[src/rtl/sccb_pkg.sv]
// Shared types and constants for the SCCB responder.
package sccb_pkg;

    typedef enum logic [3:0] {
        ST_IDLE,
        ST_ID,
        ST_ID_ACK,
        ST_SUB,
        ST_SUB_ACK,
        ST_WDATA,
        ST_WDATA_ACK,
        ST_RDATA,
        ST_RD_NA,
        ST_WAIT_STOP
    } state_t;

    localparam logic       SCCB_WRITE         = 1'b0;
    localparam logic       SCCB_READ          = 1'b1;
    localparam logic [7:0] SCCB_DEFAULT_WR_ID = 8'h42;
    localparam logic [7:0] SCCB_DEFAULT_RD_ID = 8'h43;

    // The R/W bit (bit 0) never takes part in address matching.
    function automatic logic id_match(input logic [7:0] rx, input logic [7:0] id);
        return ((rx ^ id) & 8'hFE) == 8'h00;
    endfunction

endpackage

[src/rtl/sccb_responder_if.sv]
// Two-wire SCCB bus as seen by the responder: clock and pad-level data in, open-drain pull-down out.
interface sccb_responder_if;
    // sio_d_in is the resolved pad level; sio_d_oe=1 pulls the line low, 0 releases it.
    logic sio_c;
    logic sio_d_in;
    logic sio_d_oe;

    modport master (output sio_c, output sio_d_in, input sio_d_oe);
    modport slave  (input sio_c, input sio_d_in, output sio_d_oe);
endinterface

[src/rtl/sccb_line_sync.sv]
// Synchroniser plus edge detector for one asynchronous SCCB line.
module sccb_line_sync #(
    parameter int STAGES = 2
) (
    input  logic clk,
    input  logic rst_n,
    input  logic line,
    output logic level,
    output logic rise,
    output logic fall
);

    logic [STAGES-1:0] sync_q;
    logic              dly_q;

    // Reset to the idle-bus level so releasing reset never fakes an edge on a quiet bus.
    always_ff @(posedge clk or negedge rst_n) begin
        if (!rst_n) begin
            sync_q <= '1;
            dly_q  <= 1'b1;
        end else begin
            sync_q <= {sync_q[STAGES-2:0], line};
            dly_q  <= sync_q[STAGES-1];
        end
    end

    assign level = sync_q[STAGES-1];
    assign rise  = level & ~dly_q;
    assign fall  = ~level & dly_q;

endmodule

[src/rtl/sccb_responder.sv]
// SCCB responder: decodes ID/sub-address/data, issues register write strobes and serves reads.
module sccb_responder
    import sccb_pkg::*;
#(
    parameter logic [7:0] SLAVE_ID    = SCCB_DEFAULT_WR_ID,
    parameter int         SYNC_STAGES = 2,
    parameter bit         ACK_ENABLE  = 1'b1
) (
    input  logic                clk,
    input  logic                rst_n,
    sccb_responder_if.slave     bus,
    output logic                wr_en,
    output logic [7:0]          wr_addr,
    output logic [7:0]          wr_data,
    output logic [7:0]          rd_addr,
    input  logic [7:0]          rd_data,
    output logic                busy,
    output state_t              dbg_state
);

    logic scl_lvl, scl_rise, scl_fall;
    logic sda_lvl, sda_rise, sda_fall;

    sccb_line_sync #(.STAGES(SYNC_STAGES)) u_scl_sync (
        .clk(clk), .rst_n(rst_n), .line(bus.sio_c),
        .level(scl_lvl), .rise(scl_rise), .fall(scl_fall)
    );

    sccb_line_sync #(.STAGES(SYNC_STAGES)) u_sda_sync (
        .clk(clk), .rst_n(rst_n), .line(bus.sio_d_in),
        .level(sda_lvl), .rise(sda_rise), .fall(sda_fall)
    );

    logic start_det, stop_det;
    assign start_det = scl_lvl & sda_fall;
    assign stop_det  = scl_lvl & sda_rise;

    state_t     state_q, state_d;
    logic [3:0] bit_cnt_q, bit_cnt_d;
    logic [6:0] shreg_q, shreg_d;
    logic [7:0] tx_q, tx_d;
    logic [7:0] sub_q, sub_d;
    logic [7:0] wr_addr_q, wr_addr_d, wr_data_q, wr_data_d;
    logic       ack_hi_q, ack_hi_d;
    logic       rw_q, rw_d;
    logic       oe_q, oe_d;
    logic       wr_en_q, wr_en_d;
    logic       busy_q, busy_d;
    logic [7:0] rx_byte;

    assign rx_byte = {shreg_q, sda_lvl};

    always_ff @(posedge clk or negedge rst_n) begin
        if (!rst_n) begin
            state_q   <= ST_IDLE;
            bit_cnt_q <= '0;
            shreg_q   <= '0;
            tx_q      <= '0;
            sub_q     <= '0;
            wr_addr_q <= '0;
            wr_data_q <= '0;
            ack_hi_q  <= 1'b0;
            rw_q      <= SCCB_WRITE;
            oe_q      <= 1'b0;
            wr_en_q   <= 1'b0;
            busy_q    <= 1'b0;
        end else begin
            state_q   <= state_d;
            bit_cnt_q <= bit_cnt_d;
            shreg_q   <= shreg_d;
            tx_q      <= tx_d;
            sub_q     <= sub_d;
            wr_addr_q <= wr_addr_d;
            wr_data_q <= wr_data_d;
            ack_hi_q  <= ack_hi_d;
            rw_q      <= rw_d;
            oe_q      <= oe_d;
            wr_en_q   <= wr_en_d;
            busy_q    <= busy_d;
        end
    end

    always_comb begin
        state_d   = state_q;
        bit_cnt_d = bit_cnt_q;
        shreg_d   = shreg_q;
        tx_d      = tx_q;
        sub_d     = sub_q;
        wr_addr_d = wr_addr_q;
        wr_data_d = wr_data_q;
        ack_hi_d  = ack_hi_q;
        rw_d      = rw_q;
        oe_d      = oe_q;
        wr_en_d   = 1'b0;
        busy_d    = busy_q;

        if (start_det) begin
            state_d   = ST_ID;
            bit_cnt_d = '0;
            shreg_d   = '0;
            oe_d      = 1'b0;
            ack_hi_d  = 1'b0;
            busy_d    = 1'b1;
        end else if (stop_det) begin
            state_d  = ST_IDLE;
            oe_d     = 1'b0;
            ack_hi_d = 1'b0;
            busy_d   = 1'b0;
        end else begin
            case (state_q)
                ST_ID, ST_SUB, ST_WDATA: begin
                    if (scl_rise) begin
                        shreg_d   = rx_byte[6:0];
                        bit_cnt_d = bit_cnt_q + 4'd1;
                        if (bit_cnt_q == 4'd7) begin
                            bit_cnt_d = '0;
                            ack_hi_d  = 1'b0;
                            case (state_q)
                                ST_ID: begin
                                    if (!id_match(rx_byte, SLAVE_ID)) begin
                                        state_d = ST_WAIT_STOP;
                                    end else begin
                                        rw_d    = rx_byte[0];
                                        state_d = ST_ID_ACK;
                                    end
                                end
                                ST_SUB: begin
                                    sub_d   = rx_byte;
                                    state_d = ST_SUB_ACK;
                                end
                                default: begin
                                    wr_en_d   = 1'b1;
                                    wr_addr_d = sub_q;
                                    wr_data_d = rx_byte;
                                    state_d   = ST_WDATA_ACK;
                                end
                            endcase
                        end
                    end
                end
                // First fall opens the ack slot, second fall closes it.
                ST_ID_ACK, ST_SUB_ACK, ST_WDATA_ACK: begin
                    if (scl_fall) begin
                        if (!ack_hi_q) begin
                            oe_d     = ACK_ENABLE;
                            ack_hi_d = 1'b1;
                        end else begin
                            oe_d     = 1'b0;
                            ack_hi_d = 1'b0;
                            shreg_d  = '0;
                            case (state_q)
                                ST_ID_ACK: begin
                                    if (rw_q == SCCB_READ) begin
                                        tx_d      = {rd_data[6:0], 1'b0};
                                        oe_d      = ~rd_data[7];
                                        bit_cnt_d = 4'd1;
                                        state_d   = ST_RDATA;
                                    end else begin
                                        state_d = ST_SUB;
                                    end
                                end
                                ST_SUB_ACK: state_d = ST_WDATA;
                                default:    state_d = ST_WAIT_STOP;
                            endcase
                        end
                    end
                end
                ST_RDATA: begin
                    if (scl_fall) begin
                        if (bit_cnt_q == 4'd8) begin
                            oe_d      = 1'b0;
                            bit_cnt_d = '0;
                            state_d   = ST_RD_NA;
                        end else begin
                            oe_d      = ~tx_q[7];
                            tx_d      = {tx_q[6:0], 1'b0};
                            bit_cnt_d = bit_cnt_q + 4'd1;
                        end
                    end
                end
                ST_RD_NA: begin
                    if (scl_rise) state_d = ST_WAIT_STOP;
                end
                default: ;
            endcase
        end
    end

    assign bus.sio_d_oe = oe_q;
    assign wr_en        = wr_en_q;
    assign wr_addr      = wr_addr_q;
    assign wr_data      = wr_data_q;
    assign rd_addr      = sub_q;
    assign busy         = busy_q;
    assign dbg_state    = state_q;

endmodule
[src/flat_wrapper.sv]
// flat-port wrapper written by rule: the top's interface ports become plain ports
module sccb_responder_flat import sccb_pkg::*;
#(
    parameter logic [7:0] SLAVE_ID    = SCCB_DEFAULT_WR_ID,
    parameter int         SYNC_STAGES = 2,
    parameter bit         ACK_ENABLE  = 1'b1
)
  (clk, rst_n, wr_en, wr_addr, wr_data, rd_addr, rd_data, busy, dbg_state, bus_sio_c, bus_sio_d_in, bus_sio_d_oe);
  sccb_responder_if bus_i ();
  input  logic clk;
  input  logic rst_n;
  output logic wr_en;
  output logic [7:0] wr_addr;
  output logic [7:0] wr_data;
  output logic [7:0] rd_addr;
  input  logic [7:0] rd_data;
  output logic busy;
  output state_t dbg_state;
  input wire logic [$bits(bus_i.sio_c)-1:0] bus_sio_c;
  input wire logic [$bits(bus_i.sio_d_in)-1:0] bus_sio_d_in;
  output wire logic [$bits(bus_i.sio_d_oe)-1:0] bus_sio_d_oe;
  assign bus_i.sio_c = bus_sio_c;
  assign bus_i.sio_d_in = bus_sio_d_in;
  assign bus_sio_d_oe = bus_i.sio_d_oe;
  sccb_responder #(.SLAVE_ID(SLAVE_ID), .SYNC_STAGES(SYNC_STAGES), .ACK_ENABLE(ACK_ENABLE)) u_core (.clk(clk), .rst_n(rst_n), .bus(bus_i), .wr_en(wr_en), .wr_addr(wr_addr), .wr_data(wr_data), .rd_addr(rd_addr), .rd_data(rd_data), .busy(busy), .dbg_state(dbg_state));
endmodule
[config.mk]
export PLATFORM = sky130hd
export DESIGN_NAME = sccb_responder_flat
export DESIGN_NICKNAME = d
export VERILOG_FILES = /design/src/rtl/sccb_pkg.sv /design/src/rtl/sccb_responder_if.sv /design/src/rtl/sccb_line_sync.sv /design/src/rtl/sccb_responder.sv /design/src/flat_wrapper.sv
export SDC_FILE = /design/constraint.sdc
export NUM_CORES = 1
export LEC_CHECK = 0
export ABC_AREA = 1
export CELL_PAD_IN_SITES_DETAIL_PLACEMENT = 1
export CELL_PAD_IN_SITES_GLOBAL_PLACEMENT = 1
export CORE_ASPECT_RATIO = 1.5
export CORE_MARGIN = 2
export CORE_UTILIZATION = 35
export DETAILED_ROUTE_END_ITERATION = 8
export GPL_TIMING_DRIVEN = 1
export PLACE_DENSITY = 0.75
export SYNTH_ARGS = -nofsm -noshare
export SYNTH_HDL_FRONTEND = slang
export SYNTH_SLANG_ARGS = --single-unit
[constraint.sdc]
create_clock -name clk -period 1.8 [get_ports clk]
set_input_delay 0.36 -clock clk [delete_from_list [all_inputs] [get_ports clk]]
set_output_delay 0.36 -clock clk [all_outputs]
set_load 0.1 [all_outputs]
[Word-level counts from Yosys, hierarchy flattened]
Cells that the tools add are included.
Word-level totals
  logic and storage cells: 145
  flip-flop bits (word level): 58
  input port bits: 12
  output and inout bits: 31
Operators by class
  bitwise operators: 16
  $add $sub $neg: 1
  mux-type cells: 62
  equal/unequal tests: 30
  reductions and logical operators: 20
Operators with widths (number)
  $mux W4: 20
  $mux W8: 6
  $mux W7: 5
  $ne A4 B1 Y1 const B: 7
  $mux W1: 22
  $eq A4 B3 Y1 const B: 5
  $ne A3 B1 Y1 const B: 6
  $pmux W4 S2: 2
  $pmux W4 S4: 1
  $pmux W8 S2: 1
  $reduce_and A8 Y1: 2
  $pmux W7 S2: 1
  $ne A2 B1 Y1 const B: 6
  $pmux W4 S3: 1
  $reduce_and A6 Y1: 2
  $reduce_bool A4 Y1: 3
  $not A1 Y1: 9
  $reduce_and A9 Y1: 1
  $eq A4 B2 Y1 const B: 2
  $eq A4 B4 Y1 const B: 2
  $logic_not A8 Y1: 1
  $reduce_and A7 Y1: 1
  $and A1 B1 Y1: 6
  $reduce_bool A6 Y1: 1
  13 further kinds: 16

[Depth between registers and ports, before layout]
Gate-level depths: netlist (run 1).
  word-level depth: 9
  depth in mapped cells: 12
  gate-level depth less buffers: 11

[Hierarchy]
Synthesis (run 1) repeated with hierarchy kept, for this count alone.
Second synthesis, totals
  cells, all modules: 377
  area total of the unflattened synthesis: 3140.5 um^2
By module, submodules not included
  sccb_responder: seq. area each 1276.2 um^2, times used 1, cells an instance 363, area an instance 2952.8 um^2
  sccb_line_sync: seq. area each 78.8 um^2, times used 2, cells an instance 7, area an instance 93.8 um^2

[Least setup slack after synthesis (run 1)]
Ideal clock, no wire load.
  kind: register to register
  start: register u_core.state_q[3], in the netlist u_core.dbg_state[3]
  end: register u_core.shreg_q[0]
  arrival time: 2.007 ns
  path buffers: 0
  stages on the path, launching flop included: 10
  period minus slack after synthesis: 2.124 ns
  path slack: -0.324 ns
  data required time: 1.683 ns
  cell sequence: dfrtp_1 -> nor2_1 -> nand2_1 -> nand2_1 -> nand2_1 -> nand2_1 -> nor2_2 -> nand2_1 -> nand2_1 -> nand2_1
On the way
  cells in the longest elaborated chain, start to end: 5
Ends and longest elaborated chain
  start, declared: line sccb_responder.sv:38  | state_t state_q, state_d;
  start signal, assigned: line sccb_responder.sv:68  | state_q <= state_d;
  $eq A4 B3 Y1, or another cell as far along: line sccb_responder.sv:110  | case (state_q)
  $reduce_or A3 Y1: line sccb_responder.sv:110
  $pmux W7 S2: line sccb_responder.sv:110
  $mux W7: line sccb_responder.sv:104  | end else if (stop_det) begin
  $mux W7: line sccb_responder.sv:97  | if (start_det) begin
  end signal, assigned: line sccb_responder.sv:70  | shreg_q <= shreg_d;
  end, declared: line sccb_responder.sv:40  | logic [6:0] shreg_q, shreg_d;
Several ways; a longest one is shown, not always the timed one. The select of a mux whose other input is x is not followed.
A chain may end at the register's enable or synchronous reset.

[Worst setup path in the final report (run 1)]
  start: register u_core.state_q[3], in the netlist u_core.dbg_state[3]
  end: register u_core.bit_cnt_q[2]
On the way
  cells in the longest elaborated chain, start to end: 5
Ends and longest elaborated chain
  $eq A4 B3 Y1, or another cell as far along: line sccb_responder.sv:110
  $reduce_or A3 Y1: line sccb_responder.sv:110
  $pmux W4 S3: line sccb_responder.sv:110
  $mux W4: line sccb_responder.sv:104
  $mux W4: line sccb_responder.sv:97
  end signal, assigned: line sccb_responder.sv:69  | bit_cnt_q <= bit_cnt_d;
  end, declared: line sccb_responder.sv:39  | logic [3:0] bit_cnt_q, bit_cnt_d;
Several ways; a longest one is shown, not always the timed one. The select of a mux whose other input is x is not followed.

==> reports/results.tsv, run 1 <==
metric	value	unit
p_total	6580	uW
syn_area	2850	sq um
grt_antenna_before_repair	0	
cts_tree	built	
grt_max_degree	58	
synth_cell_type_count	27	
cts_made_buffers	9	
grt_overflow	0	
vias	2739	
vias_per_cell	4.93	
die_x	77.7	microns
clkLatencyLatePin	330	ps
crit_path_start_kind	register	
finalClockSkew	4.07	ps
yosys_warnings	0	
clockPowerShare	25.1	%
endpoint_kind	register	
finalSetupViolations	0	
htree_num_levels	3	
clkTransAtPathRegs	50	ps
place_congestion	0.898	
finalCriticalPeriod	1690	ps
run_status	completed	
insertedDiodeCount	0	
nNetsFinal	460	
synth_area_per_cell	7.61	sq um
hp-class	input port to async pin	
dpl.hpwl	6.25	mm
port_buffers	42	
criticalPathCategory	register to register	
hold_viol	0	
max_freq	0.593	GHz
place_ws	-39.5	ps
clock_path_buffers	2	
cts-hold-fix-buffers	0	
routedWlPerCell	15.4	microns
synth_area_leader_cell	dfrtp_1	
cp_max_fo	7	
fp.dieH	115	microns
grt_pass1_vias	2976	
maxSlewViolCount	0	
row_count	40	
swShare	43.3	%
p_seq_share	27.1	%
fin_hold_ws	42.1	ps
io_pins	43	
ir_worst_vdd	1140	uV
worstPathRequired	2010	ps
cts_root_buf	clkbuf_16	
grt_pass1_wl	14.4	mm
first_pass_iters	4	
relSlewSlack	79.3	%
drt_iter0_drc	90	
maxCapViolCount	0	
start_util	35.8	%
layout_setup_ws	113	ps
final.setup.tns	0	ps
die_area	8900	sq um
core_area	7960	sq um
arrival	1900	ps
synth_seq_cells	57	
power_frac_comb	47.8	%
grt_use_total	21.0	%
synth.yosys.seq_area_share	50.3	%
drcViolationCount	0	
area_growth	48.8	%
clock_sinks	57	
min_period_over_period	93.7	%
p_leak	0.00208	uW
drive_above_1_share	25.3	%
synth_top_cell_area_share	44.7	%
ant_nets	0	
p_switching	2850	uW
final_common_cell	nand2_1	
fin_util	53.3	%
power.density	1550	nW/um^2
synth_area_leaders	dfrtp_1, nand2_1, nand3_1, dfstp_2, o21ai_0	
worst_pin_slew	310	ps
p_int	3730	uW
wl	8.57	mm
final_cell_mix	nand2_1, dfrtp_1, buf_12	
syn_nets	389	
syn_inst	375	
## synth_stat cells, drive strengths merged
master    n
nor3      2
a31oi     1
xnor2     1
nand2   144
o21ai    36
inv      37
clkbuf    1
nand3b    1
nand4     2
ha        2
clkinv    1
or2       1
dfrtp    51
dfstp     6
buf       6
nand3    38
nor2     40
o211ai    2
a21oi     3
## flip-flops by register name (all words and copies together) (netlist names)
signal	flops
u_core.bit_cnt_q	4
u_core.bus.sio_d_oe	1
u_core.rw_q	1
u_core.shreg_q	7
u_core.wr_addr	8
u_core.tx_q	7
u_core.u_sda_sync.sync_q	2
u_core.u_scl_sync.sync_q	2
u_core.ack_hi_q	1
u_core.dbg_state	4
u_core.wr_en	1
u_core.busy	1
u_core.u_scl_sync.dly_q	1
u_core.rd_addr	8
u_core.u_sda_sync.dly_q	1
u_core.wr_data	8
## routing by layer
metal / global-route usage [%] / share of wire, % / up-vias
met5: 0 / 0 / -
met4: 10.4 / 1.6 / 0
met3: 4.02 / 3.2 / 15
met2: 39.8 / 59 / 58
met1: 21.6 / 36 / 1332
li1: - / - / 1334
## critical path, cell delays in order (launching register included)
cell and delay, ps:
dfrtp_2 470, nor2_4 170, nand2_2 70, nand2_1 80, o21ai_0 110, buf_4 170
nor2_2 130, nor2_4 70, buf_4 160, nand3_1 90, nand2_1 60
## power by group through the flow
stage	Combinational (uW)	Clock [uW]	Sequential, uW
final	3140	1650	1780
after global routing	3500	1740	1820
after CTS	2960	1690	1790
after detailed placement	2900	0	1800
after global placement	2830	0	1790
after floorplan	1590	0	2120
## metrics by stage
step                cell area, sq um  std cells
floorplan                       2860        375
global placement                3830        534
detailed placement              3830        534
CTS                             4130        550
global route                    4240        556
finish                          4240        556
## final timing paths
| kind | start | to | slack (ps) | cells past startpoint |
|---|---|---|---|---|
| min reg2reg | u_core.u_scl_sync.sync_q[0] | u_core.u_scl_sync.sync_q[1] | 350 | 0 |
| max in group asynchronous | rst_n | u_core.u_scl_sync.dly_q | 1460 | 2 |
| min | rst_n | u_core.wr_data[2] | 40 | 2 |
| max | u_core.dbg_state[3] | u_core.bit_cnt_q[2] | 110 | 10 |
| min in group clk | u_core.u_scl_sync.sync_q[0] | u_core.u_scl_sync.sync_q[1] | 350 | 0 |
| max reg2reg | u_core.dbg_state[3] | u_core.bit_cnt_q[2] | 110 | 10 |
## what timing repair did
action                                  CTS  global route
pin swaps                                 0             1
gates resized for setup                   2            24
endpoints found under the setup margin    8            47
cloned                                    0             2
buffers inserted                          0             4
## logic make-up (layout without fill, tap and decap cells)
family	after synthesis	in the layout	share of synthesized area, %
AND/OR/NAND/NOR	228	229	34.3
XOR/XNOR	1	1	0.307
AO/OA/AOI/OAI	42	42	7.59
buffers and inverters	45	120	6.71
flip-flops	57	57	50.3
adder cells (fa/ha/maj)	2	2	0.877
## final cells by class
class | instances | area, sq um
clock buffers | 13 | 250
clock inverters | 3 | 40.0
fillers | 948 | 3710
inverters | 38 | 149
multi-input cells | 274 | 1310
flip-flops and latches | 57 | 1440
well taps | 105 | 131
repair buffers | 65 | 923
repair inverters | 1 | 5.00
(Power assumes the default switching activity.)
==> run 2, diff against run 1 <==
- ABC_AREA: 1 -> not set
- PLACE_DENSITY: 0.75 -> 0.7
==> reports/results.tsv, run 2 <==
metric	value	unit
run_status	finished with violations	
violations	setup timing	
insertedDiodeCount	0	
grt_antenna_before_repair	0	
min_period_over_period	113	%
wl	8.96	mm
row_count	39	
grt_pass1_vias	2636	
final.setup.tns	-4190	ps
first_pass_iters	4	
final_common_cell	buf_4	
maxCapViolCount	0	
worst_pin_slew	458	ps
synthArstFlopShare	100	%
max_freq	0.491	GHz
finalSetupViolations	33	
cts_tree	built	
htree_num_levels	3	
fill_cells	766	
synth_seq_cells	57	
synth_cell_type_count	49	
cp_max_fo	17	
endpoint_kind	register	
crit_path_start_kind	register	
clock_sinks	57	
cts_root_buf	clkbuf_16	
cts_made_buffers	9	
ys.flop_type	dfrtp_1	
rsz0062_at_grt	true	
nNetsFinal	361	
synth_area_leaders	dfrtp_1, mux2_2, dfstp_2, mux2_4, mux2i_1	
hp-class	input port to async pin	
criticalPathCategory	register to register	
finalClockSkew	4.39	ps
port_buffers	42	
ir_worst_vdd	888	uV
area_growth	66.3	%
clkLatencyLatePin	340	ps
hold_viol	0	
yosys_warnings	0	
synth_edf_count	0	
synth_area_per_cell	11.3	sq um
worstPathRequired	2020	ps
drcViolationCount	0	
drt_iter0_drc	94	
grt_pass1_wl	13.4	mm
synth_top_cell_area_share	46.1	%
fin_util	60.1	%
grt_max_degree	58	
syn_area	2770	sq um
fp.dieH	113	microns
final_cell_mix	buf_4, dfrtp_1, buf_12	
layout_setup_ws	-238	ps
clkTransAtPathRegs	50	ps
routedWlPerCell	19.7	microns
maxSlewViolCount	0	
power.density	1250	nW/um^2
core_area	7660	sq um
synth_area_leader_cell	dfrtp_1	
yosysMostFrequentCell	dfrtp_1	
arrival	2260	ps
io_pins	43	
syn_inst	245	
finalCriticalPeriod	2040	ps
grt_use_total	20.1	%
vias_per_cell	5.39	
drive_above_1_share	52.8	%
die_area	8650	sq um
grt_overflow	0	
ant_nets	0	
relSlewSlack	69.1	%
die_x	76.6	microns
vias	2449	
placed_cell_area	3960	sq um
syn_nets	259	
place_congestion	0.863	
p_total	5770	uW
design_area	4600	sq um
start_util	36.1	%
synth.yosys.seq_area_share	51.8	%
dpl.hpwl	5.79	mm
clock_path_buffers	2	
ff_latch_area	1450	sq um
multiInputGateArea	1460	sq um
synth_top_cells_by_count	dfrtp_1, nand2_1, o21ai_0	
p_leak	0.00219	uW
## run 2: changes by cell type in the layout (fill, tap and decap cells not counted), moves of 12 or more
cell / previous run / this run
buf_4: 21 / 49
inv_1: 31 / 5
mux2_2: 0 / 14
mux2i_1: 0 / 12
nand2_1: 136 / 17
nand3_1: 31 / 4
nor2_1: 29 / 10
o21ai_0: 27 / 8
## run 2: report_power, final
group          switching [uW]  internal [uW]  total [uW]
registers                 189           1450        1640
clock network             619           1070        1690
logic                    1320           1120        2440
total                    2130           3640        5770
## run 2: worst paths after layout
kind	cells past startpoint	slack (ps)	start	end
setup / recovery	7	-240	u_core.bit_cnt_q[1]	u_core.wr_data[7]
hold / removal	2	10	rst_n	u_core.wr_en
setup reg to reg	7	-240	u_core.bit_cnt_q[1]	u_core.wr_data[7]
hold reg to reg	0	360	u_core.u_scl_sync.sync_q[0]	u_core.u_scl_sync.sync_q[1]
max in group asynchronous	2	1490	rst_n	u_core.u_scl_sync.sync_q[0]
min in group clk	0	360	u_core.u_scl_sync.sync_q[0]	u_core.u_scl_sync.sync_q[1]
## run 2: kinds of logic (layout without fill, tap and decap cells)
kind of cell	count (synthesis)	count (layout)	synth area share [%]
multiplexers	37	37	15.7
adder cells (fa/ha/maj)	2	2	0.904
flip-flops	57	57	51.8
buffers and inverters	18	125	3.03
AND/OR/NAND/NOR	77	77	15.5
AO/OA/AOI/OAI	54	54	13.1
## run 2: final cells by class
type / instances / area share (%)
timing repair buffer: 102 / 27.0
tap: 102 / 2.77
clock buffer: 9 / 4.89
inverter: 7 / 0.679
sequential: 57 / 31.4
clock inverter: 7 / 1.52
multi-input combinational: 170 / 31.7
## run 2: worst max-delay path, cell delays in order (launching register included)
cell	delay (ps)
dfrtp_1	350
ha_2	200
and3b_2	210
nand2_2	80
nor3_2	180
or3b_4	410
buf_12	170
mux2_4	300
## run 2: what timing repair did
item / 4_1_cts / 5_1_grt
hold buffers: 0 / 0
buffers inserted: 8 / 8
pin swaps: 10 / 12
gates resized for setup: 20 / 44
gates cloned: 0 / 1
endpoints found under the setup margin: 33 / 46
## run 2: through the flow
step / cells / setup WS, ps / hold slack, ps
after floorplan: 245 / -272 / 64.4
after global placement: 424 / -140 / 347
after detailed placement: 424 / -193 / 353
after CTS: 448 / -183 / 30.7
after global routing: 454 / -294 / 55.3
final: 454 / -238 / 14.7
## run 2: layer usage
| layer | GRT usage [%] | routed length (microns) |
|---|---|---|
| met5 | 0 | 0 |
| met4 | 12.4 | 337 |
| met3 | 4.31 | 305 |
| met2 | 36.6 | 5040 |
| met1 | 21.0 | 3280 |
